**config.mk**
```make
export PLATFORM = sky130hd
export DESIGN_NAME = converter
export DESIGN_NICKNAME = d
export VERILOG_FILES = /design/src/rtl/converter_pkg.sv /design/src/rtl/converter_stack.sv /design/src/rtl/converter.sv
export SDC_FILE = /design/constraint.sdc
export NUM_CORES = 1
export LEC_CHECK = 0
export ABC_AREA = 1
export ABC_CLOCK_PERIOD_IN_PS = 4590
export BUFFER_PORTS_ARGS = -buffer_cell sky130_fd_sc_hd__buf_2
export CAP_MARGIN = 20
export CORE_MARGIN = 4
export CORE_UTILIZATION = 45
export CTS_BUF_LIST = sky130_fd_sc_hd__clkbuf_8
export CTS_CLUSTER_SIZE = 40
export DETAILED_ROUTE_END_ITERATION = 10
export MAX_ROUTING_LAYER = met4
export PLACE_DENSITY_LB_ADDON = 0.15
export SLEW_MARGIN = 20
export SYNTH_ARGS = -nofsm -noshare
export SYNTH_HDL_FRONTEND = slang
export SYNTH_SLANG_ARGS = --single-unit
```
**constraint.sdc**
```tcl
create_clock -name CLK -period 4.59 [get_ports CLK]
set_input_delay 0.918 -clock CLK [delete_from_list [all_inputs] [get_ports CLK]]
set_output_delay 0.918 -clock CLK [all_outputs]
set_load 0.01 [all_outputs]
```
**src/rtl/converter_pkg.sv**
```systemverilog
// converter_pkg: shared types, character constants and classification helpers
// for the infix-to-postfix converter.
//   state_t      : conversion FSM states
//   CH_*         : ASCII codes of the characters the converter treats specially
//   is_operand   : single-character operand test (a-z, A-Z, 0-9)
//   is_operator  : arithmetic operator test (+ - * /)
//   prec         : operator precedence (2 for * /, 1 for + -, 0 for '(' and others)
package converter_pkg;

  typedef enum logic [1:0] {
    IDLE  = 2'd0,
    SCAN  = 2'd1,
    FLUSH = 2'd2,
    DONE  = 2'd3
  } state_t;

  localparam logic [7:0] CH_PLUS   = 8'h2B;
  localparam logic [7:0] CH_MINUS  = 8'h2D;
  localparam logic [7:0] CH_MUL    = 8'h2A;
  localparam logic [7:0] CH_DIV    = 8'h2F;
  localparam logic [7:0] CH_LPAREN = 8'h28;
  localparam logic [7:0] CH_RPAREN = 8'h29;
  localparam logic [7:0] CH_SPACE  = 8'h20;

  function automatic logic is_operand(input logic [7:0] c);
    return ((c >= 8'h61) && (c <= 8'h7A)) ||
           ((c >= 8'h41) && (c <= 8'h5A)) ||
           ((c >= 8'h30) && (c <= 8'h39));
  endfunction

  function automatic logic is_operator(input logic [7:0] c);
    return (c == CH_PLUS) || (c == CH_MINUS) || (c == CH_MUL) || (c == CH_DIV);
  endfunction

  function automatic logic [1:0] prec(input logic [7:0] c);
    if ((c == CH_MUL) || (c == CH_DIV)) begin
      return 2'd2;
    end else if ((c == CH_PLUS) || (c == CH_MINUS)) begin
      return 2'd1;
    end else begin
      return 2'd0;
    end
  endfunction

endpackage

```
**src/rtl/converter_stack.sv**
```systemverilog
// converter_stack: LIFO of SIZE entries x 8 bits holding pending operators.
//   clk   : clock, rising edge
//   rst   : synchronous active-high reset, empties the stack
//   push  : write din on top (ignored when full)
//   pop   : remove the top entry (ignored when empty)
//   din   : data to push
//   top   : current top entry (0 when empty)
//   empty : no entries held
// push and pop are never asserted together by the converter.
module converter_stack
  import converter_pkg::*;
#(
  parameter int SIZE = 9
) (
  input  logic       clk,
  input  logic       rst,
  input  logic       push,
  input  logic       pop,
  input  logic [7:0] din,
  output logic [7:0] top,
  output logic       empty
);

  localparam int PW = $clog2(SIZE + 1);

  logic [7:0]    mem [SIZE];
  logic [PW-1:0] cnt;

  always_ff @(posedge clk) begin
    if (rst) begin
      cnt <= '0;
    end else if (push && (int'(cnt) < SIZE)) begin
      cnt <= cnt + 1'b1;
    end else if (pop && (cnt != '0)) begin
      cnt <= cnt - 1'b1;
    end
  end

  // Storage needs no reset: entries above cnt are never observed.
  always_ff @(posedge clk) begin
    for (int k = 0; k < SIZE; k++) begin
      if (push && (int'(cnt) == k)) begin
        mem[k] <= din;
      end
    end
  end

  always_comb begin
    top = '0;
    for (int k = 0; k < SIZE; k++) begin
      if (int'(cnt) == k + 1) begin
        top = mem[k];
      end
    end
  end

  assign empty = (cnt == '0);

endmodule

```
**src/rtl/converter.sv**
```systemverilog
// converter: streaming infix-to-postfix converter (shunting-yard).
// Reads the fixed expression EXPR (SIZE characters, leftmost in the MSBs) and
// emits the postfix form one character per OUT/SEND_STB/REC_ACK handshake,
// then raises FINISHED_ACK until RST.
//   CLK          : clock, rising edge
//   RST          : synchronous active-high reset, restarts from character 0
//   REC_ACK      : sink accepts OUT this cycle
//   OUT          : registered postfix character
//   SEND_STB     : OUT holds a valid character
//   FINISHED_ACK : conversion complete, every character accepted
// Optional build macro CONVERTER_PAREN_EN adds '(' / ')' grouping; without it
// parentheses are skipped like any other unrecognised character.
//
// state | meaning
// IDLE  | one cycle after reset before scanning starts
// SCAN  | one action per step on character idx (emit, pop, push or skip)
// FLUSH | pop and emit the remaining stack, one entry per step
// DONE  | FINISHED_ACK high, holds until RST
module converter
  import converter_pkg::*;
#(
  parameter int                SIZE = 9,
  parameter logic [8*SIZE-1:0] EXPR = "a+b*c-d/e"
) (
  input  logic       CLK,
  input  logic       RST,
  input  logic       REC_ACK,
  output logic [7:0] OUT,
  output logic       SEND_STB,
  output logic       FINISHED_ACK
);

  localparam int            IW   = $clog2(SIZE + 1);
  localparam logic [IW-1:0] LAST = IW'(SIZE - 1);

  state_t        state, state_nxt;
  logic [IW-1:0] idx, idx_nxt;
  logic [7:0]    out_nxt;
  logic          stb_nxt;
  logic          push, pop;
  logic [7:0]    top;
  logic          empty;
  logic [7:0]    cur;
  logic          slot_free;
  logic          advance;
  logic [7:0]    chars [SIZE];

`ifdef CONVERTER_PAREN_EN
  localparam int PW = $clog2(SIZE + 1);
  logic [PW-1:0] paren_cnt, paren_cnt_nxt;
`endif

  for (genvar g = 0; g < SIZE; g++) begin : g_chars
    assign chars[g] = EXPR[8*(SIZE-1-g) +: 8];
  end

  always_comb begin
    cur = CH_SPACE;
    for (int k = 0; k < SIZE; k++) begin
      if (int'(idx) == k) begin
        cur = chars[k];
      end
    end
  end

  // The output register can take a new character if it is empty or its
  // current character is being accepted on this same edge.
  assign slot_free = !SEND_STB || REC_ACK;

  converter_stack #(.SIZE(SIZE)) u_stack (
    .clk   (CLK),
    .rst   (RST),
    .push  (push),
    .pop   (pop),
    .din   (cur),
    .top   (top),
    .empty (empty)
  );

  always_ff @(posedge CLK) begin
    if (RST) begin
      state    <= IDLE;
      idx      <= '0;
      OUT      <= 8'h00;
      SEND_STB <= 1'b0;
`ifdef CONVERTER_PAREN_EN
      paren_cnt <= '0;
`endif
    end else begin
      state    <= state_nxt;
      idx      <= idx_nxt;
      OUT      <= out_nxt;
      SEND_STB <= stb_nxt;
`ifdef CONVERTER_PAREN_EN
      paren_cnt <= paren_cnt_nxt;
`endif
    end
  end

  always_comb begin
    state_nxt = state;
    idx_nxt   = idx;
    out_nxt   = OUT;
    stb_nxt   = SEND_STB && !REC_ACK;
    push      = 1'b0;
    pop       = 1'b0;
    advance   = 1'b0;
`ifdef CONVERTER_PAREN_EN
    paren_cnt_nxt = paren_cnt;
`endif

    case (state)
      IDLE: begin
        state_nxt = SCAN;
      end

      SCAN: begin
        if (is_operand(cur)) begin
          if (slot_free) begin
            out_nxt = cur;
            stb_nxt = 1'b1;
            advance = 1'b1;
          end
        end else if (is_operator(cur)) begin
          // Left-associative: equal precedence on top is popped first.
          if (!empty && is_operator(top) && (prec(top) >= prec(cur))) begin
            if (slot_free) begin
              pop     = 1'b1;
              out_nxt = top;
              stb_nxt = 1'b1;
            end
          end else begin
            push    = 1'b1;
            advance = 1'b1;
          end
`ifdef CONVERTER_PAREN_EN
        end else if (cur == CH_LPAREN) begin
          push          = 1'b1;
          advance       = 1'b1;
          paren_cnt_nxt = paren_cnt + 1'b1;
        end else if (cur == CH_RPAREN) begin
          // paren_cnt tells whether a matching '(' exists somewhere below.
          if (paren_cnt == '0) begin
            advance = 1'b1;
          end else if (top == CH_LPAREN) begin
            pop           = 1'b1;
            advance       = 1'b1;
            paren_cnt_nxt = paren_cnt - 1'b1;
          end else if (slot_free) begin
            pop     = 1'b1;
            out_nxt = top;
            stb_nxt = 1'b1;
          end
`endif
        end else begin
          advance = 1'b1;
        end

        if (advance) begin
          idx_nxt = idx + 1'b1;
          if (idx == LAST) begin
            state_nxt = FLUSH;
          end
        end
      end

      FLUSH: begin
        if (empty) begin
          // Finish only once the last character has left the output slot.
          if (slot_free) begin
            state_nxt = DONE;
          end
`ifdef CONVERTER_PAREN_EN
        end else if (top == CH_LPAREN) begin
          pop = 1'b1;
`endif
        end else if (slot_free) begin
          pop     = 1'b1;
          out_nxt = top;
          stb_nxt = 1'b1;
        end
      end

      DONE: begin
        state_nxt = DONE;
      end

      default: begin
        state_nxt = IDLE;
      end
    endcase
  end

  assign FINISHED_ACK = (state == DONE);

endmodule

```
==> summary.txt, run 1 <==
Status
  – Status: completed

Clock network
  – Cts repair resizes: 0
  – Root Driver: clkbuf_8
  – H-tree levels: 3
  – Hold Buf Count CTS: 0
  – Longest Clk Path Bufs: 2
  – Clock sinks: 64
  – Worst-Skew Late Latency: 0.35 ns
  – Clock Pin Slew Worst Setup and Hold Paths: 0.08 ns
  – TritonCTS Buffers: 9
  – Setup bufs post-CTS: 0
  – TritonCTS clock tree: built

Power and ir drop
  – Internal Power: 1390 uW
  – Max VDD drop: 0.250 mV
  – Power Density: 627 nW/um^2
  – Logic pwr share: 0.431
  – Sw Share: 0.420
  – Seq pwr share: 0.343
  – Lkg Pwr: 0.00164 uW
  – Clock group share of total power: 0.225
  – Sw Pwr: 1010 uW

Yosys
  – Syn_area_per_cell: 8.49 sq um
  – Top cell type by total area after synthesis: edfxtp_1
  – EDFF count, synth: 45
  – Net Count, Synth: 422
  – #FFs+latches synth: 64
  – Mapped Cells: 405
  – Synth Warn #: 0
  – Synth Cell Area: 3440 sq um
  – Synth top area cells: edfxtp_1 (39%), dfxtp_1 (11%), nand2_1 (9.0%)
  – Most used DFF post-synth: edfxtp_1
  – Unique cell type count in the Yosys netlist: 36
  – Sequential element share of the synthesized area: 0.504
  – Share of the synthesized area in the top cell type: 0.393
  – Ys async rst share: 0

Layout
  – Finished Core Util: 0.522
  – FF+latch area: 1730 sq um
  – Most common cell after layout, fill and taps aside: nand2_1
  – Share of cells above drive strength 1: 0.135
  – N_diodes: 0
  – Layout fillers: 699
  – Commonest non-fill, non-tap cells in the layout: nand2_1 (82), inv_1 (58), nor2_1 (58)
  – Nets: 442
  – Fin area: 3820 sq um
  – Multi-input logic area: 1430 sq um
  – Area delta synth->final: 11.2%

Setup path
  – CP Capture Type: flop
  – Internal reg-to-reg setup slack: 0.68 ns
  – Required @ worst endpoint: 4.84 ns
  – Crit path max fanout: 16
  – Crit path launch type: flop
  – Crit path DAT: 4.16 ns
  – RR Startpoint: u_stack.cnt[3]
  – Critical path origin: u_stack.cnt[3]
  – Worst Reg-to-Reg Cells: 26
  – RR Endpoint: u_stack.cnt[3]
  – Critical path class: flop to flop

Route
  – Wire length per cell: 13.7 microns
  – Vias/cell: 5.01
  – DRC errors left: 0
  – 1st-pass router iterations: 4
  – Post-Route WL: 7260 microns
  – Vias: 2652
  – Routed Antenna Nets: 0
  – Iteration-0 DRC Markers: 157

Floorplan
  – Die height: 95.4 microns
  – Site row count: 31
  – I/O Pins: 13
  – Overall die width: 95.4 microns
  – Initial Utilization: 0.469
  – Core Region: 7330 sq um
  – Die area: 9100 sq um

Timing
  – Clk_skew: 0.0125 ns
  – Highest Clock Rate: 256 MHz
  – Slew @ Worst Pin: 0.523 ns
  – Slew HR: 0.651
  – # setup viols final: 0
  – RSZ-0062 raised after global routing: false
  – Time the worst path needs with I/O delays and setup: 3.91 ns
  – Crit share post-route: 0.852
  – Final Hold Fails: 0
  – Final Max Tran Viols: 0
  – Setup TNS: 0 ns

Worst hold path
  – Hold wc startpoint: OUT[4]
  – Worst Hold Path EP: OUT[4]
  – HP Class: flop to flop
  – WHS Path Cells: 2

Placement
  – DP Wirelength: 5260 microns
  – DP Area: 3600 sq um
  – I/O Buffers: 12
  – RD Place Congestion: 0.847

Global routing
  – First-pass GRT wire length: 12300 microns
  – Tot GR Track Use: 0.184
  – Vias in the first global route: 2512
  – Gr ovfl total: 0
  – Initial antenna violation count: 0
  – Largest net degree at the start of global routing: 17

Job
  – Max Cap Viol: 0
-- per-layer routing --
layer / up-vias / routed length, microns / GRT usage / part of all wire
met2: 51 / 3410 / 0.283 / 0.47
li1: 1370 / - / - / -
met5: - / 0 / - / 0
met1: 1226 / 3520 / 0.240 / 0.48
met3: 5 / 275 / 0.0355 / 0.038
met4: 0 / 56 / 0.0711 / 0.0077
-- through the flow --
stage,instances,worst slack (ns),total power [uW],hold slack (ns)
after detailed placement,513,0.688,1860,0.454
after floorplan,405,1.17,1610,0.477
after global routing,529,0.121,2610,0.502
final,529,0.679,2400,0.460
after CTS,529,0.653,2410,0.466
after global placement,513,0.672,1860,0.445
-- power groups by stage --
stage | clock network [uW] | registers [uW] | logic (uW)
global placement | 0 | 834 | 1030
global route | 581 | 833 | 1200
CTS | 554 | 823 | 1030
finish | 540 | 823 | 1030
detailed placement | 0 | 836 | 1030
floorplan | 0 | 823 | 792
-- worst max-delay path, cell delays in order, from the launching register on --
cell	delay, ns
dfxtp_1	0.44
nor2_2	0.47
nand3_1	0.14
nand3_1	0.11
nor2_1	0.06
nand4_1	0.07
nand2_1	0.06
nand2_1	0.13
inv_1	0.07
nor2_1	0.10
nand2_1	0.06
nand2_1	0.07
nand2_2	0.06
ha_1	0.28
o21ai_0	0.16
nand2_1	0.14
nand2_1	0.14
nand3_2	0.15
ha_1	0.38
nand2_1	0.07
nand2_1	0.04
a31oi_1	0.17
inv_1	0.06
nand4_1	0.09
nand2_1	0.07
a21oi_1	0.14
nor2_1	0.06
-- cell type report --
| class | count | share of cell area |
|---|---|---|
| multi-input cells | 272 | 0.375 |
| flip-flops and latches | 64 | 0.453 |
| repair buffers | 14 | 0.0196 |
| clock inverters | 6 | 0.0216 |
| clock buffers | 10 | 0.0360 |
| well taps | 99 | 0.0324 |
| inverters | 64 | 0.0628 |
-- registers in the layout, indices dropped and copies added, names as in the netlist --
name / count
u_stack.mem: 45
u_stack.cnt: 4
idx: 4
state: 2
OUT: 8
SEND_STB: 1
-- logic make-up (layout without fill, tap and decap cells) --
group                      count (synthesis)  in the layout  synth area share
and+or+nand+nor                          214            214             0.292
DFF                                       64             64             0.504
xor gates and xnor gates                   1              1           0.00255
AOI/OAI and AO/OA                         43             43            0.0695
buffers and inverters                     69             94            0.0794
adders and majority gates                 14             14            0.0532
-- cell usage after synthesis, types with 2 or more instances --
cell type	count
a31oi_1	3
a21oi_1	13
o211ai_1	3
nor3_1	4
nor2_2	3
nand3_2	3
nor2_4	2
buf_2	2
ha_1	13
inv_2	4
nand2_4	3
clkinv_1	2
o21ai_0	18
or2_2	2
nand2_2	8
edfxtp_1	45
inv_1	58
nand3_1	36
nor2_1	58
nand2_1	82
nor4_1	3
nand4_1	6
a221oi_1	2
o21ai_1	2
dfxtp_1	19
-- how the worst max path moves through the flow --
stage	endpoint	depth (start not counted)
global placement	u_stack.cnt[3]	25
detailed placement	u_stack.cnt[3]	25
floorplan	u_stack.cnt[3]	25
finish	u_stack.cnt[3]	26
CTS	u_stack.cnt[3]	25
global route	u_stack.cnt[3]	26
Power figures use the tool's default switching activity.
==> run 2: changes to the inputs <==
- CORE_UTILIZATION: 45 -> 55
==> run 2 against run 1 <==
  * Sequential share of layout area rose by 0.19 points
  * Non-clock buffer count unchanged
  * Critical path depth decreased by 2
  * Routed wire length fell by 3.1%
  * Cell count down 4.5%
  * Clock skew decreased by 0.0022 ns
  * Final area shrank 0.43%
  * Clock-buffer cell count fell by 1
  * Setup slack lost 0.060 ns
  * Flip-flop and latch count is the same
  * First-iteration DRC count down 13%
  * Largest power group unchanged
==> summary.txt, run 2 (same netlist as run 1, synthesis figures left out) <==
Layout
  – Top reg by flops: u_stack.mem
  – Layout fillers: 536 (-23%)
  – Max FFs per register: 45 (unchanged)
  – N_diodes: 0 (unchanged)
  – Area delta synth->final: 10.8%
  – Commonest non-fill, non-tap cells in the layout: nand2_1 (82), inv_1 (58), nor2_1 (58)
  – Share of cells above drive strength 1: 0.128 (-0.00698)
  – Multi-input logic area: 1430 sq um (unchanged)
  – Largest registers: u_stack.mem: 45 flops, OUT: 8 flops
  – FF+latch area: 1730 sq um (unchanged)
  – Nets: 442 (unchanged)
  – Most common cell after layout, fill and taps aside: nand2_1

Floorplan
  – I/O Pins: 13 (unchanged)
  – Overall die width: 87.1 microns (-8.7%)
  – Site row count: 28 (-9.7%)
  – Initial Utilization: 0.574 (+0.105)
  – Die height: 87.1 microns (-8.7%)
  – Die area: 7580 sq um (-17%)
  – Core Region: 5990 sq um (-18%)

Placement
  – RD Place Congestion: 0.859 (+1.4%)
  – DP Wirelength: 5200 microns (-1.3%)
  – Placement Setup Slack: 0.720 ns (+0.0319 ns)
  – I/O Buffers: 12 (unchanged)

Route
  – Vias/cell: 5.29 (+5.5%)
  – 1st-pass router iterations: 4 (unchanged)
  – Iteration-0 DRC Markers: 137 (-13%)
  – Wire length per cell: 13.9 microns (+1.5%)
  – Routed Antenna Nets: 0 (unchanged)
  – Vias: 2670 (+0.68%)
  – DRC errors left: 0 (unchanged)
  – Post-Route WL: 7040 microns (-3.1%)

Setup path
  – Stages on the worst setup path: 24 (-7.7%)
  – Critical path's slowest cell: ha_1
  – Critical path origin: idx[0]
  – Crit path max fanout: 11 (-5)
  – CP bufs+invs: 3 (+1)
  – Max incr delay on CP: 0.37 ns (-0.10 ns)
  – Crit-path leading delay family: simple AND/OR/NAND/NOR gates
  – RR Startpoint: idx[0]
  – Worst-path cell chain: inv_1 > ha_1 > nand2_1 > o21ai_0 > nand2_1 > a21oi_1 > o21ai_0 > and2_1 > inv_1 > nor2_1 > ha_1 > o21ai_0 > nand2_1 > nand2_1 > nand3_2 > ha_1 > nand2_1 > nand2_1 > a31oi_1 > inv_1 > nand4_1 > nand2_1 > a21oi_1 > nor2_1
  – Cell mode on critical path: nand2_1
  – RR Endpoint: u_stack.cnt[3]
  – Crit path to: u_stack.cnt[3]
  – Critical path class: flop to flop
  – Crit path DAT: 4.20 ns (+0.04 ns)
  – Required @ worst endpoint: 4.82 ns (-0.02 ns)
  – Internal reg-to-reg setup slack: 0.62 ns (-0.06 ns)
  – CP Capture Type: flop
  – Crit path launch type: flop
  – Worst Reg-to-Reg Cells: 24 (-7.7%)

Timing
  – RSZ-0062 raised after global routing: false
  – Final Max Tran Viols: 0 (unchanged)
  – Highest Clock Rate: 252 MHz (-1.5%)
  – Clk_skew: 0.0103 ns (-0.00224 ns)
  – Final Hold Fails: 0 (unchanged)
  – Hold WS: 0.458 ns (-0.00226 ns)
  – Setup TNS: 0 ns (unchanged)
  – Time the worst path needs with I/O delays and setup: 3.97 ns (+0.0598 ns)
  – Final worst setup slack: 0.620 ns (-0.0598 ns)
  – Slew @ Worst Pin: 0.560 ns (+0.0364 ns)
  – # setup viols final: 0 (unchanged)
  – Slew HR: 0.626 (-0.0243)
  – Crit share post-route: 0.865 (+0.0130)

Worst hold path
  – HP Class: flop to flop
  – WHS Path Cells: 2 (unchanged)

Clock network
  – TritonCTS clock tree: built
  – Clock Pin Slew Worst Setup and Hold Paths: 0.07 ns (about the same)
  – H-tree levels: 3 (unchanged)
  – Cts repair resizes: 0 (unchanged)
  – Setup bufs post-CTS: 0 (unchanged)
  – Hold Buf Count CTS: 0 (unchanged)
  – Root Driver: clkbuf_8
  – Worst-Skew Late Latency: 0.34 ns (about the same)
  – Clock sinks: 64 (unchanged)
  – TritonCTS Buffers: 9 (unchanged)
  – Longest Clk Path Bufs: 2 (unchanged)

Power and ir drop
  – Lkg Pwr: 0.00164 uW (+0.24%)
  – Power Density: 638 nW/um^2 (+1.8%)
  – Max VDD drop: 0.413 mV (+65%)
  – Power, Total: 2430 uW (+1.4%)

Global routing
  – Vias in the first global route: 2640 (+5.1%)
  – Largest net degree at the start of global routing: 17 (unchanged)
  – Gr ovfl total: 0 (unchanged)
  – Tot GR Track Use: 0.217 (+0.0336)
  – Initial antenna violation count: 0 (unchanged)
  – First-pass GRT wire length: 12200 microns (-0.68%)

Status
  – Status: completed

Job
  – Max Cap Viol: 0 (unchanged)
==> run 2: cell types whose count changed in the layout (fill, tap and decap cells not counted), sizes merged <==
cell,delta
bufinv,+1
clkbuf,-1
clkinv,+1
clkinvlp,-1
==> run 2: worst register-to-register path: cells and delay by family, from the launching register on <==
kind / cells / cell delay [ns]
and+or+nand+nor: 12 / 1.26
DFF: 1 / 0.34
AOI/OAI and AO/OA: 6 / 0.91
buffers and inverters: 3 / 0.49
adders and majority gates: 3 / 0.87
==> run 2: metal layers <==
| metal | vias up | GRT usage | part of all wire |
|---|---|---|---|
| met5 | - | - | 0 |
| met4 | 0 | 0.0850 | 0.013 |
| met3 | 9 | 0.0473 | 0.041 |
| met2 | 48 | 0.355 | 0.50 |
| met1 | 1242 | 0.262 | 0.45 |
| li1 | 1371 | - | - |
==> run 2: cell type report <==
class / count / area share
clock buffer: 9 / 0.0325
clock inverter: 7 / 0.0289
inverter: 64 / 0.0631
multi-input combinational: 272 / 0.376
sequential: 64 / 0.455
tap: 75 / 0.0246
timing repair buffer: 14 / 0.0197
==> run 2: worst min path at each step <==
stage,start,end,slack [ns]
detailed placement,OUT[4],OUT[4],0.45
finish,OUT[4],OUT[4],0.46
CTS,OUT[4],OUT[4],0.46
floorplan,OUT[4],OUT[4],0.48
global placement,OUT[4],OUT[4],0.45
global route,OUT[4],OUT[4],0.48
==> run 2: stage by stage <==
stage | util | std cells | cell area (sq um)
2_1_floorplan | - | 405 | 3440
3_3_place_gp | 0.596 | 489 | 3570
3_5_place_dp | 0.596 | 489 | 3570
4_1_cts | 0.636 | 505 | 3810
5_1_grt | 0.636 | 505 | 3810
6_report | 0.636 | 505 | 3810
==> run 2: power by group <==
| group | leakage, uW | internal (uW) | switching, uW | total, uW |
|---|---|---|---|---|
| logic | 0.000964 | 312 | 720 | 1030 |
| clock network | 0.000116 | 356 | 221 | 577 |
| registers | 0.000560 | 759 | 61.2 | 820 |
| total | 0.00164 | 1430 | 1000 | 2430 |
